**src/rtl/seq_mul_div_8.sv**
```systemverilog
// Iterative 8-bit unsigned multiplier / restoring divider.
// Produces a 16-bit result after 8 single-bit iterations.
module seq_mul_div_8 (
  input  logic        clk,
  input  logic        reset,
  input  logic        start,
  input  logic        op,
  input  logic [7:0]  a,
  input  logic [7:0]  b,
  output logic        busy,
  output logic        done,
  output logic [15:0] result,
  output logic        div_by_zero,
  output logic [1:0]  dbg_state
);

  typedef enum logic [1:0] {
    S_IDLE = 2'd0,
    S_RUN  = 2'd1,
    S_DONE = 2'd2
  } state_t;

  state_t      state_q, state_d;
  logic [2:0]  cnt_q, cnt_d;
  logic        op_q, op_d;
  logic [15:0] acc_q, acc_d;
  logic [15:0] mcand_q, mcand_d;
  logic [7:0]  mplier_q, mplier_d;
  logic [8:0]  rem_q, rem_d;
  logic [7:0]  dvd_q, dvd_d;
  logic [7:0]  divisor_q, divisor_d;
  logic [15:0] result_q, result_d;
  logic        dbz_q, dbz_d;

  logic [15:0] mul_sum;
  logic [9:0]  rem_shift;
  logic [9:0]  rem_diff;
  logic        borrow;
  logic [8:0]  rem_next;
  logic [7:0]  quo_next;

  // One iteration of each algorithm; both run every RUN cycle and op picks the result.
  always_comb begin
    mul_sum   = acc_q + (mplier_q[0] ? mcand_q : 16'h0000);
    rem_shift = {rem_q, dvd_q[7]};
    rem_diff  = rem_shift - {2'b00, divisor_q};
    borrow    = rem_diff[9];
    rem_next  = borrow ? rem_shift[8:0] : rem_diff[8:0];
    quo_next  = {dvd_q[6:0], ~borrow};
  end

  always_comb begin
    state_d   = state_q;
    cnt_d     = cnt_q;
    op_d      = op_q;
    acc_d     = acc_q;
    mcand_d   = mcand_q;
    mplier_d  = mplier_q;
    rem_d     = rem_q;
    dvd_d     = dvd_q;
    divisor_d = divisor_q;
    result_d  = result_q;
    dbz_d     = dbz_q;

    case (state_q)
      S_RUN: begin
        acc_d    = mul_sum;
        mcand_d  = mcand_q << 1;
        mplier_d = mplier_q >> 1;
        rem_d    = rem_next;
        dvd_d    = quo_next;
        if (cnt_q == 3'd7) begin
          state_d  = S_DONE;
          result_d = op_q ? {rem_next[7:0], quo_next} : mul_sum;
          dbz_d    = op_q && (divisor_q == 8'h00);
        end else begin
          cnt_d = cnt_q + 3'd1;
        end
      end
      default: begin
        // IDLE and DONE both accept a new operation.
        if (start) begin
          state_d   = S_RUN;
          cnt_d     = 3'd0;
          op_d      = op;
          acc_d     = 16'h0000;
          mcand_d   = {8'h00, a};
          mplier_d  = b;
          rem_d     = 9'h000;
          dvd_d     = a;
          divisor_d = b;
        end else begin
          state_d = S_IDLE;
        end
      end
    endcase
  end

  always_ff @(posedge clk or posedge reset) begin
    if (reset) begin
      state_q   <= S_IDLE;
      cnt_q     <= 3'd0;
      op_q      <= 1'b0;
      acc_q     <= 16'h0000;
      mcand_q   <= 16'h0000;
      mplier_q  <= 8'h00;
      rem_q     <= 9'h000;
      dvd_q     <= 8'h00;
      divisor_q <= 8'h00;
      result_q  <= 16'h0000;
      dbz_q     <= 1'b0;
    end else begin
      state_q   <= state_d;
      cnt_q     <= cnt_d;
      op_q      <= op_d;
      acc_q     <= acc_d;
      mcand_q   <= mcand_d;
      mplier_q  <= mplier_d;
      rem_q     <= rem_d;
      dvd_q     <= dvd_d;
      divisor_q <= divisor_d;
      result_q  <= result_d;
      dbz_q     <= dbz_d;
    end
  end

  assign busy        = (state_q == S_RUN);
  assign done        = (state_q == S_DONE);
  assign result      = result_q;
  assign div_by_zero = dbz_q;
  assign dbg_state   = state_q;

endmodule

```
**config.mk**
```make
export PLATFORM = sky130hd
export DESIGN_NAME = seq_mul_div_8
export DESIGN_NICKNAME = d
export VERILOG_FILES = /design/src/rtl/seq_mul_div_8.sv
export SDC_FILE = /design/constraint.sdc
export NUM_CORES = 1
export LEC_CHECK = 0
export CAP_MARGIN = 20
export CORE_ASPECT_RATIO = 1.75
export CORE_MARGIN = 1
export CORE_UTILIZATION = 40
export CTS_BUF_LIST = sky130_fd_sc_hd__clkbuf_8
export DETAILED_ROUTE_END_ITERATION = 8
export SETUP_SLACK_MARGIN = 0.5
export SKIP_LAST_GASP = 1
export SLEW_MARGIN = 0
export SYNTH_ARGS = -nofsm -noshare
export SYNTH_HDL_FRONTEND = slang
export SYNTH_SLANG_ARGS = --single-unit
```
**constraint.sdc**
```tcl
create_clock -name clk -period 2.9 [get_ports clk]
set_input_delay 0.58 -clock clk [delete_from_list [all_inputs] [get_ports clk]]
set_output_delay 0.58 -clock clk [all_outputs]
set_load 0.1 [all_outputs]
```
==> summary.txt <==
Status
  • Status: complete, no violations

Yosys
  • Synth top area share: 0.450
  • Synth Flop Type: dfrtp_1
  • Post-Synth Simple-Gate Area: 0.173
  • EDFF count, synth: 0
  • Complex-gate fraction of the synthesized area: 0.147
  • Synth top cells by count: dfrtp_1 (88), nand2_1 (71), o21ai_0 (63)
  • Adder-cell area share of the yosys netlist: 0.0721
  • Main combinational cell family by area after synthesis: simple AND/OR/NAND/NOR gates
  • Synth area leader: dfrtp_1
  • Synth warnings: 0
  • #FFs+latches synth: 88
  • Async S/R FF share, synth: 1.00
  • Mapped Cells: 503
  • Synth Cell Area: 4890 sq um
  • XOR/XNOR Fraction of Synth Area: 0.0358
  • Sequential fraction of the synthesis area: 0.450
  • Post-synth cell types: 46
  • Syn nets: 550
  • Area contributors post-synth: dfrtp_1 (45%), o21ai_0 (6.4%), ha_1 (6.4%)
  • Post-synthesis mux area share: 0.0867
  • Syn avg cell area: 9.73 sq um
  • Top-count cell post-synth: dfrtp_1

GRT
  • Initial antenna violation count: 0
  • GRT Util Overall: 0.208
  • Largest net degree at the start of global routing: 89
  • First-pass GRT wire length: 20100 um
  • Total grt overflow: 0
  • Number of global-route vias before repair: 4050

Pwr
  • PwrDens: 1280 nW/um^2
  • Peak VDD IR: 0.491 mV
  • P_leak: 2.72 nW

Floorplan
  • I/O pin total: 41
  • Die width: 85.6 um
  • Cell Rows: 53
  • Die span in y: 148 um
  • CORE AREA: 11900 sq um
  • Initial core utilization: 0.410
  • Die footprint: 12700 sq um

STA
  • Rel. slew slack: 0.351
  • Setup violators final: 0
  • Final Hold Fails: 0
  • Worst-Margin Slew: 973 ps
  • Setup TNS: 0 ps
  • Max Transition Viols Final: 0
  • Fmax: 397 MHz
  • Final Cycle Share: 0.869
  • Clk_skew: 12.3 ps
  • Min Tclk post-route: 2520 ps
  • RSZ-0062 raised after global routing: true

Clock tree
  • Hold_buf cts: 0
  • Register clock-pin slew on the reported worst setup and hold paths: 90 ps
  • TritonCTS clock tree: built
  • CTS Sinks: 88
  • CTS buffer count: 9
  • H-tree depth: 3
  • Worst-skew pair later-pin latency: 370 ps
  • CTS Buffer Depth: 2
  • CTS Root Cell: clkbuf_8

Layout
  • Inserted Diodes: 0
  • Share of cells above drive strength 1: 0.240
  • Multi-input logic area: 2880 sq um
  • Sequential Area: 2200 sq um
  • Layout area overhead: 25.4%
  • Fin cells: 700
  • # nets final: 605
  • Filler cell count: 1095

Drt
  • Via density: 5.55
  • Drt pass-1 iters: 4
  • Residual DRC count: 0
  • Initial DRC count: 163
  • DR WL/cell: 17.9 um
  • Drt total wl: 12500 um
  • Via count: 3886
  • Remaining antenna violation count: 0

Placement
  • RD Place Congestion: 0.812
  • Dpl cells: 663
  • Port buffer count: 40
  • Post-DP HPWL: 8310 um

Critical path
  • Type of origin of the critical path: flip-flop
  • Worst Reg-to-Reg Cells: 10
  • Most frequent cell on the critical path: o211ai_1
  • Crit-path slowest cell: dfrtp_1
  • Crit path kind: flip-flop to flip-flop
  • Worst EP required: 3130 ps
  • Worst setup EP type: flip-flop
  • Crit path DAT: 2750 ps
  • Crit-path max FO: 3
  • Worst path cell trace: and2_4, ha_4, fa_2, a21oi_2, o21ai_2, a2111oi_4, buf_4, o211ai_1, mux2i_1, o211ai_1
  • Crit-path max cell delay: 410 ps

Flow run
  • Max-Cap Viols: 0

Min path
  • Hold Path Depth: 2
  • Hold Path Class: flip-flop to flip-flop
[power by group]
group	internal, mW	switching [mW]
combinational	1.84	2.88
sequential	1.77	0.501
clock	0.425	0.460
[cell type report]
cell class | count | area share
clock buffers | 10 | 0.0224
well taps | 137 | 0.0279
multi-input cells | 372 | 0.470
inverters | 19 | 0.0122
repair buffers | 68 | 0.0977
flip-flops and latches | 88 | 0.359
clock inverters | 6 | 0.0110
[critical path: cells and delay by family (launching register included)]
| kind | cells | cell delay (ps) |
|---|---|---|
| AOI/OAI and AO/OA | 5 | 890 |
| adders and majority gates | 2 | 520 |
| buffers and inverters | 1 | 180 |
| DFF | 1 | 410 |
| muxes | 1 | 200 |
| and+or+nand+nor | 1 | 170 |
[metal layers]
| layer | vias up | routed length (um) | global-route usage |
|---|---|---|---|
| met5 | - | 0 | 0 |
| met4 | 0 | 551 | 0.128 |
| met3 | 30 | 197 | 0.0316 |
| met2 | 47 | 6870 | 0.378 |
| met1 | 1938 | 4900 | 0.224 |
| li1 | 1871 | - | - |
[metrics by stage]
step	hold slack [ps]	setup slack, ps	area [sq um]	total power [mW]	utilization
finish	486	379	6130	7.87	0.514
floorplan	449	379	4930	5.17	-
global route	517	258	6130	8.42	0.514
detailed placement	471	212	5440	6.15	0.456
CTS	493	400	5920	7.52	0.496
global placement	460	247	5440	6.06	0.456
[worst paths after layout]
kind	start	to	slack [ps]
min in group asynchronous	reset	rem_q[7]$_DFFE_PP0P_	680
max in group asynchronous	reset	acc_q[10]$_DFFE_PP0P_	1820
worst max register to register	mcand_q[0]$_DFFE_PP0P_	result[14]$_DFFE_PP0P_	380
worst min register to register	div_by_zero$_DFFE_PP0P_	div_by_zero$_DFFE_PP0P_	490
worst max-delay path	mcand_q[0]$_DFFE_PP0P_	result[14]$_DFFE_PP0P_	380
worst min-delay path	div_by_zero$_DFFE_PP0P_	div_by_zero$_DFFE_PP0P_	490
[cells in the final DEF (no fill, tap or decap), types with 6 or more instances in the layout]
cell,instances
nand2_1,71
inv_1,13
ha_4,9
nor2_1,12
clkdlybuf4s50_1,18
xor2_1,6
ha_1,13
mux2_2,11
dfrtp_1,87
and2_1,14
a21oi_2,6
buf_4,42
clkbuf_8,10
a21o_1,6
xnor2_1,10
nand3b_1,32
mux2i_1,28
o21ai_0,47
a21oi_1,12
o21ai_1,10
[what timing repair did]
item,CTS,global route
pin swaps,13,25
setup buffers,12,7
resized for setup,31,41
endpoints found under the setup margin,27,27
cloned,2,0
[cell families (layout without fill, tap and decap cells)]
group,after synthesis,after routing
and+or+nand+nor,164,165
xor gates and xnor gates,20,20
buffers and inverters,44,103
muxes,41,41
DFF,88,88
AOI/OAI and AO/OA,119,119
adders and majority gates,27,27
[flip-flops by register name (all words and copies together), names as in the netlist]
register,count
acc_q,16
cnt_q,3
dbg_state,2
div_by_zero,1
divisor_q,8
dvd_q,8
mcand_q,16
mplier_q,8
op_q,1
rem_q,9
result,16
Power figures use the tool's default switching activity.
